$ cat src/rtl/exec_seq_pkg.sv
// Purpose: shared state encodings, trap cause codes and helpers for the exec/memory sequencer.
// Latency: n/a (types and constants only).
// Backpressure: n/a.
package exec_seq_pkg;

  typedef logic [2:0] state_t;

  localparam state_t S_FETCH  = 3'd0;
  localparam state_t S_FETCH2 = 3'd1;
  localparam state_t S_EXEC   = 3'd2;
  localparam state_t S_LOAD   = 3'd3;
  localparam state_t S_ST_RD  = 3'd4;
  localparam state_t S_ST_WR  = 3'd5;
  localparam state_t S_WB     = 3'd6;

  localparam logic [31:0] CAUSE_IFAULT = 32'h0000_0001;
  localparam logic [31:0] CAUSE_LFAULT = 32'h0000_0005;
  localparam logic [31:0] CAUSE_SFAULT = 32'h0000_0007;
  localparam logic [31:0] CAUSE_MEXT   = 32'h8000_000B;

  // States that own the memory port.
  function automatic logic is_mem_state(input state_t s);
    return (s == S_FETCH) || (s == S_FETCH2) || (s == S_LOAD) ||
           (s == S_ST_RD) || (s == S_ST_WR);
  endfunction

  // Access-fault cause for a memory state that timed out.
  function automatic logic [31:0] fault_cause(input state_t s);
    logic [31:0] c;
    c = CAUSE_IFAULT;
    if (s == S_LOAD) c = CAUSE_LFAULT;
    else if ((s == S_ST_RD) || (s == S_ST_WR)) c = CAUSE_SFAULT;
    return c;
  endfunction

endpackage

$ cat src/rtl/bus_timeout_counter.sv
// Purpose: counts cycles a memory request is held without ready; flags the access as expired.
// Latency: expired is combinational in the MEM_TIMEOUT-th waiting cycle of a request.
// Backpressure: none; completion (done) in the same cycle always suppresses expiry.
// Ports: clk, rst_n (async low); start clears the count (cycle before req rises);
//        busy = request high; done = ready; expired = give up on this access now.
module bus_timeout_counter #(
  parameter int unsigned MEM_TIMEOUT = 255
) (
  input  logic clk,
  input  logic rst_n,
  input  logic start,
  input  logic busy,
  input  logic done,
  output logic expired
);

  localparam logic [15:0] LAST = 16'(MEM_TIMEOUT - 1);

  logic [15:0] count;

  always_ff @(posedge clk or negedge rst_n) begin
    if (!rst_n) begin
      count <= '0;
    end else if (start) begin
      count <= '0;
    end else if (busy && !done && (count != LAST)) begin
      count <= count + 16'd1;
    end
  end

  // count==LAST means this is the MEM_TIMEOUT-th cycle waiting.
  assign expired = busy & ~done & (count == LAST);

endmodule

$ cat src/rtl/exec_mem_sequencer.sv
// Purpose: multi-cycle controller sequencing a single-cycle executor over one shared memory port
//          (fetch, split 32-bit fetch, load, store read-modify-write, writeback, traps).
// Latency: fetch(es) + 1 exec + data accesses + 1 writeback cycles per instruction.
// Backpressure: each access holds mem_req until mem_ready; MEM_TIMEOUT waiting cycles raise a fault.
// Ports: mem_* single memory port (req/we/addr/wdata out, ready/rdata in); pc/instr/read_data to
//        executor; ex_* decoded controls from executor; ext_irq level interrupt;
//        rd_we writeback strobe; trap_valid/trap_cause/trap_epc trap report.
module exec_mem_sequencer
  import exec_seq_pkg::*;
#(
  parameter logic [31:0] RESET_PC    = 32'h0000_0000,
  parameter logic [31:0] TRAP_VEC    = 32'h0000_0100,
  parameter int unsigned MEM_TIMEOUT = 255
) (
  input  logic        clk,
  input  logic        rst_n,
  output logic        mem_req,
  output logic        mem_we,
  output logic [31:0] mem_addr,
  output logic [31:0] mem_wdata,
  input  logic        mem_ready,
  input  logic [31:0] mem_rdata,
  output logic [31:0] pc,
  output logic [31:0] instr,
  output logic [31:0] read_data,
  input  logic        ex_is_load,
  input  logic        ex_is_store,
  input  logic        ex_writes_rd,
  input  logic [31:0] ex_address,
  input  logic [31:0] ex_write_data,
  input  logic [31:0] ex_pc_next,
  input  logic        ex_redirect,
  input  logic        ex_trap,
  input  logic [31:0] ex_trap_cause,
  input  logic        ext_irq,
  output logic        rd_we,
  output logic        trap_valid,
  output logic [31:0] trap_cause,
  output logic [31:0] trap_epc
);

  state_t      state, state_next;
  logic        mem_done, expired, req_next, trap_take;
  logic [31:0] cause_next, epc_next, addr_sel, pc_plus2, pc_seq;

  assign mem_done = mem_req & mem_ready;
  assign pc_plus2 = pc + 32'd2;
  // Sequential PC: 32-bit encodings advance 4, compressed ones 2.
  assign pc_seq   = ex_redirect ? ex_pc_next :
                    ((instr[1:0] == 2'b11) ? (pc + 32'd4) : pc_plus2);

  bus_timeout_counter #(.MEM_TIMEOUT(MEM_TIMEOUT)) u_timeout (
    .clk     (clk),
    .rst_n   (rst_n),
    .start   (req_next & ~mem_req),
    .busy    (mem_req),
    .done    (mem_ready),
    .expired (expired)
  );

  // State register.
  always_ff @(posedge clk or negedge rst_n) begin
    if (!rst_n) state <= S_FETCH;
    else        state <= state_next;
  end

  // Next state and trap decision.
  always_comb begin
    state_next = state;
    trap_take  = 1'b0;
    cause_next = 32'h0;
    epc_next   = pc;
    case (state)
      S_FETCH:  if (mem_done)
                  state_next = (pc[1] && (mem_rdata[17:16] == 2'b11)) ? S_FETCH2 : S_EXEC;
      S_FETCH2: if (mem_done) state_next = S_EXEC;
      S_EXEC: begin
        if (ex_trap) begin
          trap_take  = 1'b1;
          cause_next = ex_trap_cause;
        end else if (ex_is_load) begin
          state_next = S_LOAD;
        end else if (ex_is_store) begin
          state_next = S_ST_RD;
        end else begin
          state_next = S_WB;
        end
      end
      S_LOAD:   if (mem_done) state_next = S_WB;
      S_ST_RD:  if (mem_done) state_next = S_ST_WR;
      S_ST_WR:  if (mem_done) state_next = S_WB;
      S_WB: begin
        state_next = S_FETCH;
        // Interrupt is taken after the writeback retires, so it returns to the next PC.
        if (ext_irq) begin
          trap_take  = 1'b1;
          cause_next = CAUSE_MEXT;
          epc_next   = pc_seq;
        end
      end
      default:  state_next = S_FETCH;
    endcase
    // expired is already masked by mem_ready, so a late completion wins.
    if (is_mem_state(state) && expired) begin
      trap_take  = 1'b1;
      cause_next = fault_cause(state);
    end
    if (trap_take) state_next = S_FETCH;
  end

  // Outputs decoded from state.
  always_comb begin
    rd_we    = (state == S_WB) & ex_writes_rd & ~ex_is_store;
    // Request drops for one cycle after every completion or fault.
    req_next = is_mem_state(state) & ~mem_done & ~expired;
    addr_sel = pc & 32'hFFFF_FFFC;
    case (state)
      S_FETCH2:                  addr_sel = pc_plus2 & 32'hFFFF_FFFC;
      S_LOAD, S_ST_RD, S_ST_WR:  addr_sel = ex_address & 32'hFFFF_FFFC;
      default:                   addr_sel = pc & 32'hFFFF_FFFC;
    endcase
  end

  // Datapath registers.
  always_ff @(posedge clk or negedge rst_n) begin
    if (!rst_n) begin
      pc         <= RESET_PC;
      instr      <= '0;
      read_data  <= '0;
      mem_req    <= 1'b0;
      mem_we     <= 1'b0;
      mem_addr   <= '0;
      mem_wdata  <= '0;
      trap_valid <= 1'b0;
      trap_cause <= '0;
      trap_epc   <= '0;
    end else begin
      mem_req <= req_next;
      mem_we  <= req_next & (state == S_ST_WR);
      // Address/data are captured in the idle cycle before req rises and held while it is high.
      if (!mem_req) mem_addr <= addr_sel;
      if (!mem_req && (state == S_ST_WR)) mem_wdata <= ex_write_data;
      if (mem_done) begin
        case (state)
          // For a split fetch the upper halfword parks in instr[15:0] until the second word.
          S_FETCH:         instr <= pc[1] ? {16'h0000, mem_rdata[31:16]} : mem_rdata;
          S_FETCH2:        instr <= {mem_rdata[15:0], instr[15:0]};
          S_LOAD, S_ST_RD: read_data <= mem_rdata;
          default:         ;
        endcase
      end
      trap_valid <= trap_take;
      if (trap_take) begin
        pc         <= TRAP_VEC;
        trap_cause <= cause_next;
        trap_epc   <= epc_next;
      end else if (state == S_WB) begin
        pc <= pc_seq;
      end
    end
  end

endmodule
$ cat config.mk
export PLATFORM = sky130hd
export DESIGN_NAME = exec_mem_sequencer
export DESIGN_NICKNAME = d
export VERILOG_FILES = /design/src/rtl/exec_seq_pkg.sv /design/src/rtl/bus_timeout_counter.sv /design/src/rtl/exec_mem_sequencer.sv
export SDC_FILE = /design/constraint.sdc
export NUM_CORES = 1
export LEC_CHECK = 0
export ABC_AREA = 1
export BUFFER_PORTS_ARGS = -buffer_cell sky130_fd_sc_hd__clkbuf_2
export CELL_PAD_IN_SITES_DETAIL_PLACEMENT = 0
export CELL_PAD_IN_SITES_GLOBAL_PLACEMENT = 2
export CORE_ASPECT_RATIO = 1.25
export CORE_MARGIN = 2
export CORE_UTILIZATION = 26
export DETAILED_ROUTE_END_ITERATION = 7
export PLACE_DENSITY_LB_ADDON = 0.1
export SLEW_MARGIN = 20
export SYNTH_ARGS = -nofsm -noshare
export SYNTH_HDL_FRONTEND = slang
export SYNTH_SLANG_ARGS = --single-unit
$ cat constraint.sdc
create_clock -name clk -period 1.7 [get_ports clk]
set_input_delay 0.255 -clock clk [delete_from_list [all_inputs] [get_ports clk]]
set_output_delay 0.255 -clock clk [all_outputs]
set_load 0.01 [all_outputs]
==> results of run 1 <==
==> flip-flops by register name, indices dropped and copies added, names as in the netlist, 16 cells and up <==
signal,flops
trap_cause,32
read_data,32
pc,32
u_timeout.count,16
mem_addr,30
mem_wdata,32
instr,32
trap_epc,32
==> cells by family (layout without fill, tap and decap cells) <==
family | count (synthesis) | in the layout | share of synthesized area (%)
adder cells (fa/ha/maj) | 4 | 4 | 0.390
multiplexers | 48 | 48 | 4.21
other | 1 | 3 | 0.0292
buffers and inverters | 196 | 1006 | 6.62
AND/OR/NAND/NOR | 853 | 853 | 27.4
AO/OA/AOI/OAI | 274 | 274 | 12.4
flip-flops | 244 | 244 | 47.6
XOR/XNOR | 21 | 21 | 1.43
==> critical path, stage by stage, from the launching register on <==
cell and delay (ns):
dfrtp_1 0.41, buf_6 0.14, buf_6 0.12, nand2_4 0.07, inv_4 0.04, nand2_4 0.07, nand2_4 0.06, buf_4 0.15
nor2_4 0.17, clkinvlp_4 0.22, buf_6 0.20, o22ai_2 0.08, inv_1 0.05
==> metrics by stage <==
step	total power, µW	hold slack, ns	cell area [µm²]	worst slack (ns)
after floorplan	17700	-0.0406	12900	0.00156
after CTS	36900	0.00318	21200	-0.233
final	38500	0.0231	22700	-0.204
after global routing	40900	0.0184	22700	-0.289
after global placement	26300	0.124	17400	-0.327
after detailed placement	26400	0.130	17400	-0.393
==> timing repair <==
action,4_1_cts,5_1_grt
endpoints found under the setup margin,129,215
setup buffers,40,21
hold endpoints to repair,393,0
pin swaps,49,119
gates cloned,14,13
hold buffers,123,0
gates resized for setup,265,329
==> cells in the final DEF, fill, tap and decap left out, drive strengths merged, types with 6 or more instances in the layout <==
cell	instances
mux2	48
o21ai	127
inv	107
clkinv	8
o22ai	7
nand4	10
clkinvlp	6
a31oi	19
a21oi	65
nand3	149
a22o	30
nor2	133
nand3b	8
bufinv	6
xor2	17
dlygate4sd3	123
o211ai	19
buf	316
clkbuf	439
nand2	538
nor3	10
dfrtp	244
==> area by class of cell <==
type	instances	share of cell area (%)
multi-input combinational	1202	32.6
timing repair buffer	840	29.9
sequential	244	27.0
clock buffer	39	3.77
tap	651	3.59
inverter	111	2.15
clock inverter	16	0.971
antenna	1	0.0110
==> layer usage <==
| layer | vias up | global-route usage (%) | share of wire [%] |
|---|---|---|---|
| met1 | 7277 | 28.4 | 40 |
| met3 | 107 | 4.77 | 5.5 |
| met5 | - | 0 | 0.072 |
| li1 | 6993 | - | - |
| met4 | 8 | 7.90 | 3.4 |
| met2 | 385 | 43.2 | 51 |
==> worst min-delay path by stage <==
stage	from	endpoint	slack, ns	depth (start not counted)
2_1_floorplan	rst_n	instr[0]	-0.04	0
3_3_place_gp	rst_n	mem_addr[17]	0.12	1
3_5_place_dp	rst_n	mem_addr[17]	0.13	1
4_1_cts	ex_address[9]	mem_addr[9]	0.003	4
5_1_grt	ex_address[30]	mem_addr[30]	0.02	5
6_report	ex_address[11]	mem_addr[11]	0.02	5
==> power breakdown <==
| group | leakage [µW] | internal [µW] | switching [µW] | total [µW] |
|---|---|---|---|---|
| clock network | 0.000525 | 4290 | 2800 | 7100 |
| logic | 0.00755 | 9670 | 11600 | 21200 |
| registers | 0.00305 | 8350 | 1790 | 10100 |
==> reports/metrics.yaml, run 1 <==
run_status:
  status: "complete, but fails checks"
  violations: "negative setup slack"
global_route:
  grt_pass1_vias: 15000
  gr-total-overflow: 0
  antenna_found_initial: 5
  grt_max_degree: 73
  grt_usage_pct: 24.0
  grt_pass1_wl_um: 92700
routing:
  route.vias.total: 14800
  ant_nets: 0
  vias_per_cell: 4.76
  wl_per_cell_um: 20.6
  firstDrtPassIters: 5
  wirelength_um: 63800
  drt_iter0_markers: 702
  drc: 0
critical_path:
  r2r_slack_ns: -0.20
  crit_end: "pc[8]"
  regToRegEndpoint: "pc[8]"
  crit_required_ns: 2.17
  worstPathMaxFanout: 5
  reg2reg_depth: 12
  worst_setup_path_start_kind: "register"
  end_kind: "register"
  cp.arrival_ns: 2.37
  critPathLaunch: "state[1]"
  r2r-start: "state[1]"
  crit_type: "register to register"
synth:
  synth-seq-area-share_pct: 47.6
  syn_avg_cell_area_um2: 7.82
  synthCells: 1641
  ys_warn_count: 0
  ys_types: 46
  ys_top_cells_by_area: "dfrtp_1 (48%), nand2_1 (16%), nand3_1 (5.8%)"
  synth_top_cells_by_count: "nand2_1 (536), dfrtp_1 (244), nand3_1 (148)"
  synth.most_common_cell: "nand2_1"
  synth_top_area_share_pct: 47.6
  synth_flop_cell: "dfrtp_1"
  ys_seq_elements: 244
  syn_area_um2: 12800
  synth-edff-count: 0
  yosysTopAreaCell: "dfrtp_1"
  synth-async-reset-ratio_pct: 100
sta:
  timing.fmax_mhz: 525
  finalSetupViolCount: 144
  setup_slack_ns: -0.204
  period_minus_slack_ns: 1.90
  finalCritPeriodShare_pct: 112
  fin_tns_setup_ns: -13.38
  slew_viol_final: 0
  rsz0062_at_grt: "yes"
  skew_ns: 0.0228
  hold_violations: 0
finish:
  regArea_um2: 6120
  fin_cells: 3104
  layout.nets: 2602
  final_util_pct: 46.2
  syn_to_final_growth_pct: 76.7
  drive_gt1_share_pct: 47.4
  fill_cells: 4911
  multi_input_area_um2: 7400
place:
  port_buffers: 392
  dp.cells: 2845
  place_congestion: 0.865
  place_hpwl_um: 44200
clock_network:
  clk_pin_slew_ns: 0.06
  cts_sinks: 244
  cts_buffers: 30
  htreeDepth: 1
  cts_tree: "done"
  cts_buffer_depth: 3
  insertion_delay_ns: 0.59
  clockRootBuffer: "clkbuf_16"
min_path:
  hold_class: "input port to register"
die:
  io_pins: 397
  die_y_um: 252
  coreArea_um2: 49100
  rows: 91
  die_area_um2: 51200
  start_util_pct: 26.2
  die_w_um: 203
flow_run:
  maxCapViolations: 0
pwr:
  vdd_drop_max_v: 0.000970
  power_density_nw_per_um2: 1700
  p_leak_uw: 0.0111
Note: power is estimated with default switching activity, not from simulation.
==> run 2: changes to the inputs <==
==> constraint.sdc (replaced) <==
create_clock -name clk -period 1.7 [get_ports clk]
set_input_delay 0.34 -clock clk [delete_from_list [all_inputs] [get_ports clk]]
set_output_delay 0.34 -clock clk [all_outputs]
set_load 0.01 [all_outputs]
==> run 2 against run 1 <==
  * The flow still finishes with violations (negative setup slack)
  * First-iteration DRC count decreased by 22%
  * Final cell count decreased by 1.1%
  * Die area unchanged
  * Hold slack got worse by 0.0072 ns
  * Via count decreased by 2.3%
  * Global-route usage decreased by 0.36 points
  * Critical endpoint is now rd_we
  * Fmax decreased by 1.5%
  * Largest power group unchanged
  * Highest routed layer unchanged
==> reports/metrics.yaml, run 2 (same netlist as run 1, synthesis figures left out) <==
clock_network:
  clockRootBuffer: "clkbuf_16"
  htreeDepth: 1
  cts_buffer_depth: 3
  insertion_delay_ns: 0.60
  cts_sinks: 244
  cts_buffers: 30
  clk_pin_slew_ns: 0.07
  cts_tree: "done"
finish:
  final_common_cell: "nand2_1"
  layout.nets: 2568
  fin_cells: 3070
  final_util_pct: 46.1
  drive_gt1_share_pct: 49.3
  fill_cells: 4927
  final_cell_mix: "nand2_1 (422), clkbuf_2 (381), dfrtp_1 (226)"
  syn_to_final_growth_pct: 76.1
routing:
  vias_per_cell: 4.70
  firstDrtPassIters: 5
  drt_iter0_markers: 545
  ant_nets: 0
  wl_per_cell_um: 20.6
  drc: 0
  route.vias.total: 14400
  wirelength_um: 63100
min_path:
  hold_class: "input port to register"
  worstHoldPathCells: 3
  holdPathEnd: "instr[24]"
  min-delay-start: "mem_rdata[8]"
pwr:
  vdd_drop_max_v: 0.00102
  p_total_uw: 38800
  power_density_nw_per_um2: 1710
  p_leak_uw: 0.0110
place:
  port_buffers: 392
  place_congestion: 0.834
  dp.cells: 2844
  place_hpwl_um: 43700
  dp_slack_ns: -0.309
die:
  io_pins: 397
  start_util_pct: 26.2
  rows: 91
  coreArea_um2: 49100
  die_y_um: 252
  die_area_um2: 51200
  die_w_um: 203
global_route:
  grt_pass1_wl_um: 91400
  antenna_found_initial: 6
  gr-total-overflow: 0
  grt_max_degree: 75
  grt_pass1_vias: 15000
  grt_usage_pct: 23.6
sta:
  slew_viol_final: 0
  hold_violations: 0
  rsz0062_at_grt: "yes"
  period_minus_slack_ns: 1.93
  finalCritPeriodShare_pct: 114
  setup_slack_ns: -0.233
  finalSetupViolCount: 143
  timing.fmax_mhz: 517
  skew_ns: 0.0204
  fin_tns_setup_ns: -14.42
  relSlewSlack_pct: 55.2
  worst_slew_pin_slew_ns: 0.672
critical_path:
  worstPathMaxFanout: 3
  cp.arrival_ns: 1.59
  worst-path-buf-inv: 3
  r2r-start: "state[2]"
  end_kind: "output pin"
  max_stage_delay_ns: 0.40
  crit_chain: "buf_6 -> nor2_4 -> buf_6 -> nand2_4 -> nor2_2 -> buf_2"
  crit_type: "register to output pin"
  regToRegEndpoint: "trap_cause[19]"
  crit_required_ns: 1.36
  crit_slowest_cell: "dfrtp_1"
  reg2reg_depth: 10
  r2r_slack_ns: -0.19
  critical_path.top_delay_family: "flip-flops"
  worst_setup_path_start_kind: "register"
  crit_path_frequent_cell: "buf_6"
run_status:
  violations: "negative setup slack"
  status: "complete, but fails checks"
flow_run:
  maxCapViolations: 0
run 2: worst max-delay path by stage:
| stage | start | to | slack (ns) | cells after the start |
|---|---|---|---|---|
| after floorplan | pc[2] | pc[22] | 0.002 | 12 |
| after global placement | pc[2] | pc[23] | -0.29 | 13 |
| final | state[0] | rd_we | -0.23 | 6 |
| after detailed placement | pc[2] | mem_addr[21] | -0.31 | 12 |
| after CTS | state[2] | rd_we | -0.30 | 7 |
| after global routing | pc[1] | trap_epc[31] | -0.32 | 15 |
run 2: final cells by class:
cell class	instances	area (µm²)	area share, %
Tap cell	651	815	3.60
Timing Repair Buffer	806	6630	29.3
Inverter	111	494	2.19
Sequential cell	244	6130	27.1
Clock inverter	11	173	0.764
Clock buffer	42	846	3.74
Antenna cell	3	7.51	0.0332
Multi-Input combinational cell	1202	7510	33.2
run 2: metal layers:
metal  vias up  part of all wire (%)  GRT usage (%)
li1       6911                     -              -
met1      7075                    39           27.3
met2       336                    52           42.6
met3       104                   5.1           4.87
met4         6                   3.7           9.05
met5         -                 0.071              0
run 2: repair_timing:
action,CTS,global route
resized for setup,394,263
buffers inserted,53,27
endpoints found under the setup margin,148,221
cloned,14,11
pin swaps,110,100
hold buffers,77,0
hold endpoints to repair,321,0
run 2: through the flow:
stage	hold WS [ns]	area, µm²
floorplan	0.0444	12900
global placement	0.174	17400
detailed placement	0.174	17400
CTS	0.00138	21300
global route	0.00661	22600
finish	0.0159	22600
run 2: power breakdown:
group | internal, µW | total, µW | switching, µW
clock | 4060 | 6840 | 2780
combinational | 10100 | 21700 | 11700
sequential | 8360 | 10200 | 1810
total | 22500 | 38800 | 16300
run 2: worst min-delay path: cells and delay by family:
kind / cells / cell delay [ns]
compound gates: 1 / 0.07
buf+inv: 1 / 0.09
simple gates: 1 / 0.06
